`src/rtl/dsp_pkg.sv`:
```
// Shared constants for the DSP add/sub pipeline: slice width, opcode
// encodings and bit positions inside the {carry, overflow, zero} flags.
package dsp_pkg;

    localparam int   DSP_SLICE  = 16;

    localparam logic OP_ADD     = 1'b0;
    localparam logic OP_SUB     = 1'b1;

    // Flag vector layout: flags = {carry, overflow, zero}.
    localparam int   FLAG_ZERO  = 0;
    localparam int   FLAG_OVF   = 1;
    localparam int   FLAG_CARRY = 2;
    localparam int   FLAG_W     = 3;

endpackage

```
`src/rtl/dsp_slice16.sv`:
```
// One 16-bit carry-chain slice: purely combinational add with carry-in.
// Also reports the carry into the slice MSB so the top slice can derive
// signed overflow. All pipeline registers live in the parent.
module dsp_slice16
    import dsp_pkg::*;
(
    input  logic [DSP_SLICE-1:0] i_a,
    input  logic [DSP_SLICE-1:0] i_b,
    input  logic                 i_cin,
    output logic [DSP_SLICE-1:0] o_sum,
    output logic                 o_cout,
    output logic                 o_cmsb
);

    logic [DSP_SLICE:0] w_full;

    assign w_full = {1'b0, i_a} + {1'b0, i_b} + {{DSP_SLICE{1'b0}}, i_cin};
    assign o_sum  = w_full[DSP_SLICE-1:0];
    assign o_cout = w_full[DSP_SLICE];
    // The carry that entered the MSB is recoverable from the MSB sum bit.
    assign o_cmsb = o_sum[DSP_SLICE-1] ^ i_a[DSP_SLICE-1] ^ i_b[DSP_SLICE-1];

endmodule

```
`src/rtl/dsp_addsub_pipe.sv`:
```
// Pipelined WIDTH-bit adder/subtractor built from NS = WIDTH/16 carry-chain
// slices, one slice per stage, with skewed operands and a valid/ready
// handshake. All stages advance together when the output is free or taken.
// Optional build macro: DSP_ADDSUB_FLAGS_EN adds the flags port
// {carry, overflow, zero} and its registers.
module dsp_addsub_pipe
    import dsp_pkg::*;
#(
    parameter int WIDTH = 32,
    parameter int SLICE = DSP_SLICE
) (
    input  logic             clk,
    input  logic             rst,
    input  logic             in_valid,
    output logic             in_ready,
    input  logic [WIDTH-1:0] a_in,
    input  logic [WIDTH-1:0] b_in,
    input  logic             op,
    output logic             out_valid,
    input  logic             out_ready,
    output logic [WIDTH-1:0] result
`ifdef DSP_ADDSUB_FLAGS_EN
    ,
    output logic [FLAG_W-1:0] flags
`endif
);

    localparam int NS = WIDTH / SLICE;

    logic             w_adv;
    logic [NS-1:0]    r_valid;
    logic [WIDTH-1:0] w_b_eff;
    logic [NS-1:0]    w_cout_vec;
    logic [NS-1:0]    w_cmsb_vec;
    logic [WIDTH-1:0] w_res_final;
    logic [WIDTH-1:0] r_result;
    logic             w_unused;

    // Whole pipeline moves as one; a held output freezes every stage.
    assign w_adv     = !r_valid[NS-1] || out_ready;
    assign in_ready  = w_adv;
    assign out_valid = r_valid[NS-1];

    // Subtraction is A + ~B + 1: invert B once at the input, carry-in on slice 0.
    assign w_b_eff = (op == OP_SUB) ? ~b_in : b_in;

    // Valid shift register: cleared by reset, bubbles travel like data.
    // NOTE: sequential state uses non-blocking assignments so every stage samples
    // its neighbour's pre-edge value, independent of block ordering.
    always_ff @(posedge clk) begin
        if (rst) begin
            r_valid <= '0;
        end else if (w_adv) begin
            r_valid[0] <= in_valid;
            for (int k = 1; k < NS; k++) begin
                r_valid[k] <= r_valid[k-1];
            end
        end
    end

    for (genvar k = 0; k < NS; k++) begin : g_stage
        // Operand bits still to be consumed when reaching this stage.
        localparam int REM = WIDTH - SLICE * k;

        logic [REM-1:0]           w_a_rem;
        logic [REM-1:0]           w_b_rem;
        logic                     w_cin;
        logic [SLICE-1:0]         w_sum;
        logic [SLICE*(k+1)-1:0]   w_res_next;

        if (k == 0) begin : g_src
            assign w_a_rem    = a_in;
            assign w_b_rem    = w_b_eff;
            assign w_cin      = (op == OP_SUB);
            assign w_res_next = w_sum;
        end else begin : g_src
            assign w_a_rem    = g_stage[k-1].g_skew.r_a_hi;
            assign w_b_rem    = g_stage[k-1].g_skew.r_b_hi;
            assign w_cin      = g_stage[k-1].g_skew.r_carry;
            assign w_res_next = {w_sum, g_stage[k-1].g_skew.r_res};
        end

        dsp_slice16 u_slice (
            .i_a    (w_a_rem[SLICE-1:0]),
            .i_b    (w_b_rem[SLICE-1:0]),
            .i_cin  (w_cin),
            .o_sum  (w_sum),
            .o_cout (w_cout_vec[k]),
            .o_cmsb (w_cmsb_vec[k])
        );

        if (k < NS - 1) begin : g_skew
            logic [REM-SLICE-1:0]   r_a_hi;
            logic [REM-SLICE-1:0]   r_b_hi;
            logic                   r_carry;
            logic [SLICE*(k+1)-1:0] r_res;

            // Stage register: finished low slices, slice carry, untouched high operands.
            // NOTE: data registers carry no reset; only the valid bits define
            // whether their contents mean anything.
            always_ff @(posedge clk) begin
                if (w_adv) begin
                    r_a_hi  <= w_a_rem[REM-1:SLICE];
                    r_b_hi  <= w_b_rem[REM-1:SLICE];
                    r_carry <= w_cout_vec[k];
                    r_res   <= w_res_next;
                end
            end
        end else begin : g_last
            assign w_res_final = w_res_next;
        end
    end

    // Only the top slice's carries reach the flags; the rest end here.
    assign w_unused = ^{w_cout_vec, w_cmsb_vec};

`ifdef DSP_ADDSUB_FLAGS_EN
    logic [FLAG_W-1:0] r_flags;
`endif

    // Final stage: capture the assembled result (and flags) on advance.
    always_ff @(posedge clk) begin
        if (w_adv) begin
            r_result <= w_res_final;
`ifdef DSP_ADDSUB_FLAGS_EN
            r_flags[FLAG_CARRY] <= w_cout_vec[NS-1];
            r_flags[FLAG_OVF]   <= w_cout_vec[NS-1] ^ w_cmsb_vec[NS-1];
            r_flags[FLAG_ZERO]  <= (w_res_final == '0);
`endif
        end
    end

    // Outputs read as zero whenever nothing valid is presented.
    assign result = out_valid ? r_result : '0;
`ifdef DSP_ADDSUB_FLAGS_EN
    assign flags  = out_valid ? r_flags : '0;
`endif

endmodule

```
`config.mk`:
```
export PLATFORM = sky130hd
export DESIGN_NAME = dsp_addsub_pipe
export DESIGN_NICKNAME = d
export VERILOG_FILES = /design/src/rtl/dsp_pkg.sv /design/src/rtl/dsp_slice16.sv /design/src/rtl/dsp_addsub_pipe.sv
export SDC_FILE = /design/constraint.sdc
export NUM_CORES = 1
export LEC_CHECK = 0
export CAP_MARGIN = 40
export CORE_ASPECT_RATIO = 1.4
export CORE_MARGIN = 10
export CORE_UTILIZATION = 43
export DETAILED_ROUTE_END_ITERATION = 7
export GPL_TIMING_DRIVEN = 1
export PLACE_DENSITY = 0.7
export REMOVE_ABC_BUFFERS = 1
export SYNTH_ARGS = -nofsm -noshare
export SYNTH_HDL_FRONTEND = slang
export SYNTH_SLANG_ARGS = --single-unit
export TNS_END_PERCENT = 50
```
`constraint.sdc`:
```
create_clock -name clk -period 10.9 [get_ports clk]
set_input_delay 3.27 -clock clk [delete_from_list [all_inputs] [get_ports clk]]
set_output_delay 3.27 -clock clk [all_outputs]
set_load 0.05 [all_outputs]
```
==> reports/metrics.json <==
{
  "synthXorXnorAreaFrac_pct": 10.5,
  "n_antenna_cell": 0,
  "fp.coreArea_um2": 10400,
  "via_count_normalized_by_instance_count": 5.09,
  "critPathMaxFanout": 2,
  "critical_path_arrival_ns": 4.65,
  "vdd_drop_max_mv": 0.0623,
  "time_the_worst_path_needs_with_i_o_delays_and_setup_ns": 7.92,
  "first_global_vias": 3476,
  "fin_setup_tns_ns": 0,
  "critical_path_class": "input pin to output pin",
  "hold_class": "register to register",
  "clock-skew-final_ns": 0.00750,
  "antenna_violating_nets_post_route": 0,
  "critical_path.slowest_cell": "sky130_fd_sc_hd__clkdlybuf4s50_1",
  "vias": 3225,
  "worst_r2r_startpoint": "g_stage[0].g_skew.r_a_hi[0]",
  "worstSkewPairLatency_ns": 0.33,
  "detail_route.iter0.violations": 101,
  "synth_top_family_by_area": "simple AND/OR/NAND/NOR gates",
  "hpwlAfterDp_mm": 7.72,
  "place_inst": 618,
  "synth-compound-area-share_pct": 11.1,
  "chipWidth_um": 107,
  "cts-root-to-sink-buffers": 2,
  "grt_antenna_before_repair": 0,
  "clock_sink_count": 83,
  "hp-start": "g_stage[0].g_skew.r_res[10]",
  "pin_count": 103,
  "cp-start-kind": "input pin",
  "critical_path.max_stage_delay_ns": 0.80,
  "timing.final.setup_violations": 0,
  "initial_core_util_pct": 44.1,
  "rsz0062_at_grt": "no",
  "num-nets-final": 593,
  "floorplan_die_height_um": 142,
  "total_leakage_power_nw": 2.35,
  "final_layout_size_suffix_gt1_share_pct": 5.85,
  "gp_congestion": 0.905,
  "die_area_um2": 15300,
  "drv.max_cap_violation_count": 0,
  "synthesized_cell_area_um2": 4590,
  "timing.critical_path.to_type": "output pin",
  "ys_async_sr_fraction_pct": 0,
  "cts_setup_buffers": 0,
  "worstMarginPinSlew_ns": 0.550,
  "wirelength_mm": 9.77,
  "grt_start_max_net_pins": 67,
  "yosys.area_share.adder_pct": 9.50,
  "min_period_over_period_pct": 72.7,
  "fmax_mhz": 126,
  "synth_ff_type": "sky130_fd_sc_hd__edfxtp_1",
  "yosys.cell_types.count": 45,
  "cts_tree": "done",
  "synth.mux.area_fraction_pct": 0.437,
  "most_common_cell_type_on_the_critical_path": "sky130_fd_sc_hd__clkdlybuf4s50_1",
  "post_drt_wl_per_cell_um": 15.4,
  "cts_root_buffer": "sky130_fd_sc_hd__clkbuf_16",
  "cts_inserted_buffers": 9,
  "grt_first_pass_wirelength_mm": 15.8,
  "syn_area_per_cell_um2": 11.9,
  "grt_overflow_total": 0,
  "cellPowerDensity_nw_per_um2": 164,
  "port_buffers": 102,
  "instances_no_fill": 634,
  "synthCells": 385,
  "worstSetupStartpoint": "out_ready",
  "chain_of_cells_forming_the_critical_path": "clkdlybuf4s50_1 -> nand2b_4 -> clkdlybuf4s50_1",
  "crit_path_required_time_ns": 7.63,
  "yosys.area_share.simple_pct": 12.2,
  "global_route.usage.total_pct": 13.1,
  "final-hold-violation-count": 0,
  "ys_ff_latch": 83,
  "syn_to_final_growth_pct": 32.7,
  "holdBufCountCts": 0,
  "drc": 0,
  "core_util_final_pct": 58.5,
  "clk_pin_slew_ns": 0.06,
  "postCtsResizedCells": 0,
  "timing.slew.headroom_pct": 63.2,
  "rows": 44,
  "clock_tree.htree_level_count": 3,
  "yosys_warning_total": 0,
  "synth_enable_flop_cells": 81,
  "synth_sequential_area_ratio_pct": 53.9,
  "status": "finished clean",
  "detail_route.first_pass.iterations": 4,
  "drv_slew": 0
}
-- power breakdown --
| group | internal, W | switching (W) |
|---|---|---|
| registers | 0.000440 | 0.0000165 |
| clock network | 0.000154 | 0.000120 |
| logic | 0.000116 | 0.000147 |
-- stage by stage --
stage | cell area, um^2 | setup slack, ns | power [W] | hold slack [ns]
detailed placement | 5810 | 2.97 | 0.000726 | 0.405
floorplan | 4540 | 1.99 | 0.000637 | 0.400
global placement | 5740 | 2.95 | 0.000713 | 0.401
finish | 6080 | 2.98 | 0.000995 | 0.417
global route | 6080 | 2.96 | 0.00105 | 0.419
CTS | 6080 | 2.97 | 0.00100 | 0.419
-- flip-flops by register name, summed over array words and instances (netlist names) --
register and count:
r_result 32, g_stage.g_skew.r_a_hi 16, g_stage.g_skew.r_b_hi 16, g_stage.g_skew.r_res 16, r_valid 2, g_stage.g_skew.r_carry 1
-- routing by layer --
layer | track usage, % | up-vias | share of wire (%)
li1 | - | 1609 | -
met1 | 12.3 | 1483 | 37
met2 | 24.2 | 105 | 53
met3 | 4.35 | 28 | 6.4
met4 | 7.15 | 0 | 3.5
met5 | 0 | - | 0
-- worst paths after layout --
check	to	slack, ns	cells past startpoint
worst max-delay path	in_ready	2.98	3
worst min-delay path	r_result[10]	0.42	0
worst max register to register	r_result[30]	8.27	9
worst min register to register	r_result[10]	0.42	0
-- Yosys cell counts, types with 2 or more instances --
cell                        count  area, um^2
sky130_fd_sc_hd__nand3_1       12        60.1
sky130_fd_sc_hd__ha_1          30         375
sky130_fd_sc_hd__nand2_1       18        67.6
sky130_fd_sc_hd__and2_1        33         206
sky130_fd_sc_hd__nor4_1         3        18.8
sky130_fd_sc_hd__o211ai_1       4        30.0
sky130_fd_sc_hd__inv_1         16        60.1
sky130_fd_sc_hd__nor2_1        25        93.8
sky130_fd_sc_hd__buf_2          5        25.0
sky130_fd_sc_hd__nor2b_1        2        12.5
sky130_fd_sc_hd__and3_1         3        18.8
sky130_fd_sc_hd__o211ai_2       2        25.0
sky130_fd_sc_hd__xor2_1        39         342
sky130_fd_sc_hd__mux2i_1        2        20.0
sky130_fd_sc_hd__a211oi_1       2        15.0
sky130_fd_sc_hd__o2111ai_1      4        35.0
sky130_fd_sc_hd__o21ai_0       16        80.1
sky130_fd_sc_hd__fa_1           3        60.1
sky130_fd_sc_hd__a31oi_1        5        31.3
sky130_fd_sc_hd__o21ai_1        2        10.0
sky130_fd_sc_hd__dfxtp_1        2        40.0
sky130_fd_sc_hd__a21oi_1       20         100
sky130_fd_sc_hd__o31ai_1        2        15.0
sky130_fd_sc_hd__xnor2_1       16         140
sky130_fd_sc_hd__a21o_1         5        37.5
sky130_fd_sc_hd__nor3_1         5        25.0
sky130_fd_sc_hd__edfxtp_1      81        2430
sky130_fd_sc_hd__nand2b_1       4        25.0
sky130_fd_sc_hd__o21a_1         3        22.5
sky130_fd_sc_hd__clkbuf_1       6        22.5
-- layout make-up --
cell class	instances	area [um^2]
Tap cell	138	173
Sequential cell	83	2470
Clock inverter	6	42.5
Clock buffer	10	229
Inverter	16	60.1
Fill cell	871	4320
Multi-Input combinational cell	275	2010
Timing Repair Buffer	106	1090
-- worst max-delay path, delay by kind of cell --
kind / cells / cell delay, ns
buf+inv: 2 / 1.26
simple gates: 1 / 0.12
-- cells in the final DEF (no fill, tap or decap), types with 3 or more instances in the layout --
cell | synthesis | routed
sky130_fd_sc_hd__clkdlybuf4s50_1 | 0 | 101
sky130_fd_sc_hd__xor2_1 | 39 | 39
sky130_fd_sc_hd__and3_1 | 3 | 3
sky130_fd_sc_hd__a31oi_1 | 5 | 5
sky130_fd_sc_hd__clkbuf_16 | 0 | 9
sky130_fd_sc_hd__nor3_1 | 5 | 5
sky130_fd_sc_hd__o21a_1 | 3 | 3
sky130_fd_sc_hd__o21ai_0 | 16 | 16
sky130_fd_sc_hd__a21oi_1 | 20 | 20
sky130_fd_sc_hd__a21o_1 | 5 | 5
sky130_fd_sc_hd__nand2b_1 | 4 | 3
sky130_fd_sc_hd__ha_1 | 30 | 30
sky130_fd_sc_hd__o2111ai_1 | 4 | 4
sky130_fd_sc_hd__o211ai_1 | 4 | 4
sky130_fd_sc_hd__and2_1 | 33 | 33
sky130_fd_sc_hd__inv_1 | 16 | 16
sky130_fd_sc_hd__edfxtp_1 | 81 | 81
sky130_fd_sc_hd__nand3_1 | 12 | 12
sky130_fd_sc_hd__fa_1 | 3 | 3
sky130_fd_sc_hd__xnor2_1 | 16 | 16
sky130_fd_sc_hd__nor4_1 | 3 | 3
sky130_fd_sc_hd__nand2_1 | 18 | 18
sky130_fd_sc_hd__nor2_1 | 25 | 25
-- cell families (layout without fill, tap and decap cells) --
logic type,count (synthesis),in the layout
muxes,2,2
adders and majority gates,33,33
and+or+nand+nor,109,109
xor gates and xnor gates,55,55
buffers and inverters,27,138
DFF,83,83
AOI/OAI and AO/OA,76,76
Note: power is estimated with default switching activity, not from simulation.
